## src/rtl/multicycle_controller.sv

```systemverilog
// Multi-cycle RV32I control FSM: sequences fetch/decode/execute/memory/writeback,
// emits datapath strobes, counts retired instructions and traps on illegal opcodes.
module multicycle_controller #(
    parameter int XLEN = 32
) (
    input  logic            clk,
    input  logic            rst_n,
    input  logic [6:0]      opcode,
    input  logic [2:0]      funct3,
    input  logic            alu_zero,
    input  logic            alu_lt,
    input  logic            alu_ltu,
    input  logic            imem_ready,
    input  logic            dmem_ready,
    output logic            imem_req,
    output logic            ir_we,
    output logic            pc_we,
    output logic            pc_src_branch,
    output logic            alu_src_imm,
    output logic [1:0]      alu_op,
    output logic            dmem_re,
    output logic            dmem_we,
    output logic            reg_we,
    output logic            wb_sel_mem,
    output logic            retire,
    output logic [XLEN-1:0] retired_count,
    output logic            trap
);

    localparam logic [2:0] S_IDLE   = 3'd0;
    localparam logic [2:0] S_FETCH  = 3'd1;
    localparam logic [2:0] S_DECODE = 3'd2;
    localparam logic [2:0] S_EXEC   = 3'd3;
    localparam logic [2:0] S_MEM    = 3'd4;
    localparam logic [2:0] S_WB     = 3'd5;
    localparam logic [2:0] S_TRAP   = 3'd6;

    localparam logic [6:0] OP_R = 7'b0110011;
    localparam logic [6:0] OP_I = 7'b0010011;
    localparam logic [6:0] OP_L = 7'b0000011;
    localparam logic [6:0] OP_S = 7'b0100011;
    localparam logic [6:0] OP_B = 7'b1100011;

    localparam logic [1:0] ALU_ADD  = 2'b00;
    localparam logic [1:0] ALU_FUNC = 2'b01;
    localparam logic [1:0] ALU_CMP  = 2'b10;

    logic [2:0]      state_q, state_d;
    logic [XLEN-1:0] retired_count_q;

    logic is_r, is_i, is_l, is_s, is_b, b_legal, legal, branch_taken;

    // The instruction register only loads in FETCH, so the opcode stays stable
    // from DECODE to the end of the instruction and needs no local copy.
    assign is_r    = (opcode == OP_R);
    assign is_i    = (opcode == OP_I);
    assign is_l    = (opcode == OP_L);
    assign is_s    = (opcode == OP_S);
    assign is_b    = (opcode == OP_B);
    assign b_legal = is_b && (funct3 != 3'b010) && (funct3 != 3'b011);
    assign legal   = is_r || is_i || is_l || is_s || b_legal;

    always_comb begin
        branch_taken = 1'b0;
        case (funct3)
            3'b000:  branch_taken = alu_zero;
            3'b001:  branch_taken = !alu_zero;
            3'b100:  branch_taken = alu_lt;
            3'b101:  branch_taken = !alu_lt;
            3'b110:  branch_taken = alu_ltu;
            3'b111:  branch_taken = !alu_ltu;
            default: branch_taken = 1'b0;
        endcase
    end

    always_comb begin
        // NOTE: every output and next-state gets a default before the case so no
        // path leaves a value unassigned, which would otherwise infer a latch.
        state_d       = state_q;
        imem_req      = 1'b0;
        ir_we         = 1'b0;
        pc_we         = 1'b0;
        pc_src_branch = 1'b0;
        alu_src_imm   = 1'b0;
        alu_op        = ALU_ADD;
        dmem_re       = 1'b0;
        dmem_we       = 1'b0;
        reg_we        = 1'b0;
        wb_sel_mem    = 1'b0;
        retire        = 1'b0;
        trap          = 1'b0;
        case (state_q)
            S_IDLE: state_d = S_FETCH;
            S_FETCH: begin
                imem_req = 1'b1;
                ir_we    = imem_ready;
                if (imem_ready) state_d = S_DECODE;
            end
            S_DECODE: state_d = legal ? S_EXEC : S_TRAP;
            S_EXEC: begin
                if (is_r || is_i) begin
                    alu_op      = ALU_FUNC;
                    alu_src_imm = is_i;
                    state_d     = S_WB;
                end else if (is_l || is_s) begin
                    alu_src_imm = 1'b1;
                    state_d     = S_MEM;
                end else begin
                    alu_op        = ALU_CMP;
                    pc_we         = 1'b1;
                    retire        = 1'b1;
                    pc_src_branch = branch_taken;
                    state_d       = S_FETCH;
                end
            end
            S_MEM: begin
                alu_src_imm = 1'b1;
                dmem_re     = is_l;
                dmem_we     = is_s;
                pc_we       = is_s && dmem_ready;
                retire      = is_s && dmem_ready;
                if (dmem_ready) state_d = is_l ? S_WB : S_FETCH;
            end
            S_WB: begin
                reg_we     = 1'b1;
                pc_we      = 1'b1;
                retire     = 1'b1;
                wb_sel_mem = is_l;
                state_d    = S_FETCH;
            end
            S_TRAP:  trap = 1'b1;
            default: state_d = S_TRAP;
        endcase
    end

    always_ff @(posedge clk or negedge rst_n) begin
        if (!rst_n) begin
            state_q         <= S_IDLE;
            retired_count_q <= '0;
        end else begin
            // NOTE: sequential state uses non-blocking assignments so every
            // register samples pre-edge values regardless of statement order.
            state_q <= state_d;
            if (retire) retired_count_q <= retired_count_q + {{(XLEN-1){1'b0}}, 1'b1};
        end
    end

    assign retired_count = retired_count_q;

endmodule

```

## config.mk

```make
export PLATFORM = sky130hd
export DESIGN_NAME = multicycle_controller
export DESIGN_NICKNAME = d
export VERILOG_FILES = /design/src/rtl/multicycle_controller.sv
export SDC_FILE = /design/constraint.sdc
export NUM_CORES = 1
export LEC_CHECK = 0
export CORE_ASPECT_RATIO = 0.8
export CORE_UTILIZATION = 50
export CTS_CLUSTER_DIAMETER = 100
export DETAILED_ROUTE_END_ITERATION = 10
export DONT_BUFFER_PORTS = 1
export GPL_TIMING_DRIVEN = 0
export PLACE_DENSITY_LB_ADDON = 0.05
export SYNTH_ARGS = -nofsm -noshare
export SYNTH_HDL_FRONTEND = slang
export SYNTH_SLANG_ARGS = --single-unit
```

## constraint.sdc

```tcl
create_clock -name clk -period 5.2 [get_ports clk]
set_input_delay 1.56 -clock clk [delete_from_list [all_inputs] [get_ports clk]]
set_output_delay 1.56 -clock clk [all_outputs]
set_load 0.05 [all_outputs]
```

==> flow_summary.toml <==
[global_routing]
grt_max_degree = 36
grtUsageTotal_pct = 19.50
grt_pass1_vias = 1278
antenna_found_initial = 0
grt_pass1_wl_um = 6030
grt_remaining_overflow = 0

[timing]
whs_ns = 0.6032
drv_slew = 0
finalHoldViolCount = 0
worst_pin_slew_ns = 1.199
slew_headroom_pct = 19.85
finalSetupTns_ns = 0
timing.final.crit_share_pct = 93.59
max_clock_freq_mhz = 205.5
fin_skew_ns = 0.003927
setup_violations = 0
finalWorstSetupSlack_ns = 0.3333
rsz0062_at_grt = "false"
period_minus_slack_ns = 4.867

[logic_synthesis]
synthTopCellsByArea = "dfrtp_1 (46%), xnor2_1 (13%), nand3_1 (4.4%)"
synth_cell_types = 42
syn-num-nets = 196
synth_cells = 178
post-synth-top-area-fraction_pct = 45.63
synth_area_mm2 = 0.001919
syn_area_per_cell_um2 = 10.78
yosysTopAreaCell = "dfrtp_1"
ys_seq_area_share_pct = 45.63
synth_seq_cells = 35
yosysWarnings = 0

[clock_tree]
clock_latency_ns = 0.28
clock_sinks = 35
post_cts.repair.setup_buffers = 0
cts_max_path_buffers = 2
cts_root_buffer = "clkbuf_8"
htree_levels = 2
numCtsBuffers = 5
cts.clk_slew.worst_paths_ns = 0.06
cts_tree = "built"

[drt]
firstDrtPassIters = 7
drt_iter0_markers = 91
via_per_inst = 5.878
wirelength_um = 3661
drc_errors = 5
vias = 1346
wl_per_cell_um = 15.99
ant_nets = 0

[die]
ios = 62
dieArea_mm2 = 0.004092
die_y_um = 57.42
rows = 19
die_x_um = 71.27
initial_utilization_pct = 54.19
core_area_mm2 = 0.003542

[layout]
final_cells = 229
multiInputGateArea_mm2 = 0.001020
seq_area_um2 = 875.8
post-route-util_pct = 58.95
area_delta_synth_final_pct = 8.800
fill_cells = 314
drive_gt1_share_pct = 12.30
final_area_mm2 = 0.002088
fin_nets = 204
diodes = 0

[setup_path]
startpoint_type = "input port"
slowest_delay_ns = 0.52
slowest_stage = "o311ai_4"
worstPathCellList = "nand4bb_1, o311ai_4, nand2_1, buf_4"
critPathKind = "in2out"
worstPathArrival_ns = 3.31
crit_fanout = 5
crit_path_end_kind = "output port"
cp.required_ns = 3.64

[run_status]
outcome = "finished with violations"
violations = "DRC"

[power]
power.share.clock_pct = 21.5
p_seq_share_pct = 43.4
swShare_pct = 45.38
p_comb_share_pct = 35.1
fin_total_pwr_mw = 0.9726
ir_drop_v = 0.0002157
leakagePower_nw = 0.8967
powerDensity_mw_per_mm2 = 465.8
p_int_mw = 0.5313
power.switching_mw = 0.4414

[place]
dpl_worst_slack_ns = 0.1491
place_area_mm2 = 0.001986
io_buffers = 0
dp_cells = 221
hpwlAfterDp_um = 2792
gp_congestion = 0.9608

[min_path]
holdCritPathClass = "reg2reg"

[flow_run]
maxCapViolCount = 0
## placed cells by master (no fill, tap or decap), types with 2 or more instances in the layout
cell type   n
and3_1      7
and4_1      4
a2111oi_4   2
nand2b_1    2
buf_4       3
dfrtp_1    35
and2_1      5
xor2_1      6
nand3_1    17
and2b_1     2
nor3_1      2
nand4_1     9
or2b_1      2
a21o_1      2
o21ai_0     3
xnor2_1    28
nor2_1      6
clkbuf_8    7
nand2_1    17
nor2b_1     2
clkbuf_1    2
## layout make-up
cell class / instances / share of cell area (%)
Multi-Input combinational cell: 137 / 48.83
Buffer: 5 / 1.378
Inverter: 1 / 0.1797
Timing Repair Buffer: 1 / 0.3595
Sequential cell: 35 / 41.94
Clock buffer: 8 / 4.793
Tap cell: 42 / 2.516
## power groups by stage
stage	Sequential (mW)	Combinational, mW	Clock [mW]
floorplan	0.416	0.299	0
global placement	0.427	0.332	0
detailed placement	0.429	0.341	0
CTS	0.423	0.342	0.215
global route	0.427	0.368	0.226
finish	0.422	0.341	0.209
## repair_timing
action                                  in CTS  in global routing
hold buffers                                 0                  0
gates resized for setup                      0                  1
endpoints found under the setup margin       0                  1
## sequential cells by signal (all words and copies together), names as in the netlist
signal / flops
state_q: 3
retired_count: 32
## worst paths after layout
| path | cells after the start | start | endpoint | slack [ns] |
|---|---|---|---|---|
| max | 4 | opcode[2] | retire | 0.33 |
| min | 2 | state_q[2] | state_q[0] | 0.60 |
| max reg2reg | 5 | retired_count[8] | retired_count[25] | 2.89 |
| min reg2reg | 2 | state_q[2] | state_q[0] | 0.60 |
| max in group asynchronous | 0 | rst_n | retired_count[10] | 4.15 |
| min in group asynchronous | 0 | rst_n | retired_count[26] | 0.97 |
## cells by family after synthesis
group,after synthesis,synth area share (%)
flip-flops,35,45.63
XOR/XNOR,34,15.52
AND/OR/NAND/NOR,84,26.40
adder cells (fa/ha/maj),1,0.6518
AO/OA/AOI/OAI,16,8.996
multiplexers,2,1.108
buffers and inverters,6,1.694
## worst max-delay path: cells and delay by family
family                 cells  cell delay (ns)
AOI/OAI and AO/OA          1             0.52
buffers and inverters      1             0.36
and+or+nand+nor            2             0.86
## Yosys cell counts
cell type  number
mux2i_1         1
nand4bb_1       1
o311ai_4        1
o22ai_1         1
inv_1           1
nor4b_1         2
and4_1          4
nand3b_1        1
a2111oi_4       2
or2b_1          2
nand2_1        17
and2_1          5
and4bb_2        1
and3b_1         1
xnor2_1        28
o21bai_1        1
clkbuf_2        1
clkbuf_1        1
and4bb_4        1
nand2b_1        2
nand4b_4        1
o221ai_1        1
a21oi_1         1
dfrtp_1        35
buf_4           2
nor2_1          6
a21o_1          2
and2b_1         2
nand3_1        17
and3_1          7
a21boi_2        1
o21ai_0         3
nor3_1          2
a211oi_1        1
a21oi_2         1
ha_1            1
mux2_2          1
xor2_1          6
buf_2           1
nand4_1         9
nor2b_1         3
a31oi_1         1
## routing by layer
metal	routed length (µm)	vias up	GRT usage, %
met5	0	-	0
met4	42	0	6.857
met3	266	6	6.184
met2	1598	58	27.62
met1	1754	639	28.09
li1	-	643	-
Note: power is estimated with default switching activity, not from simulation.
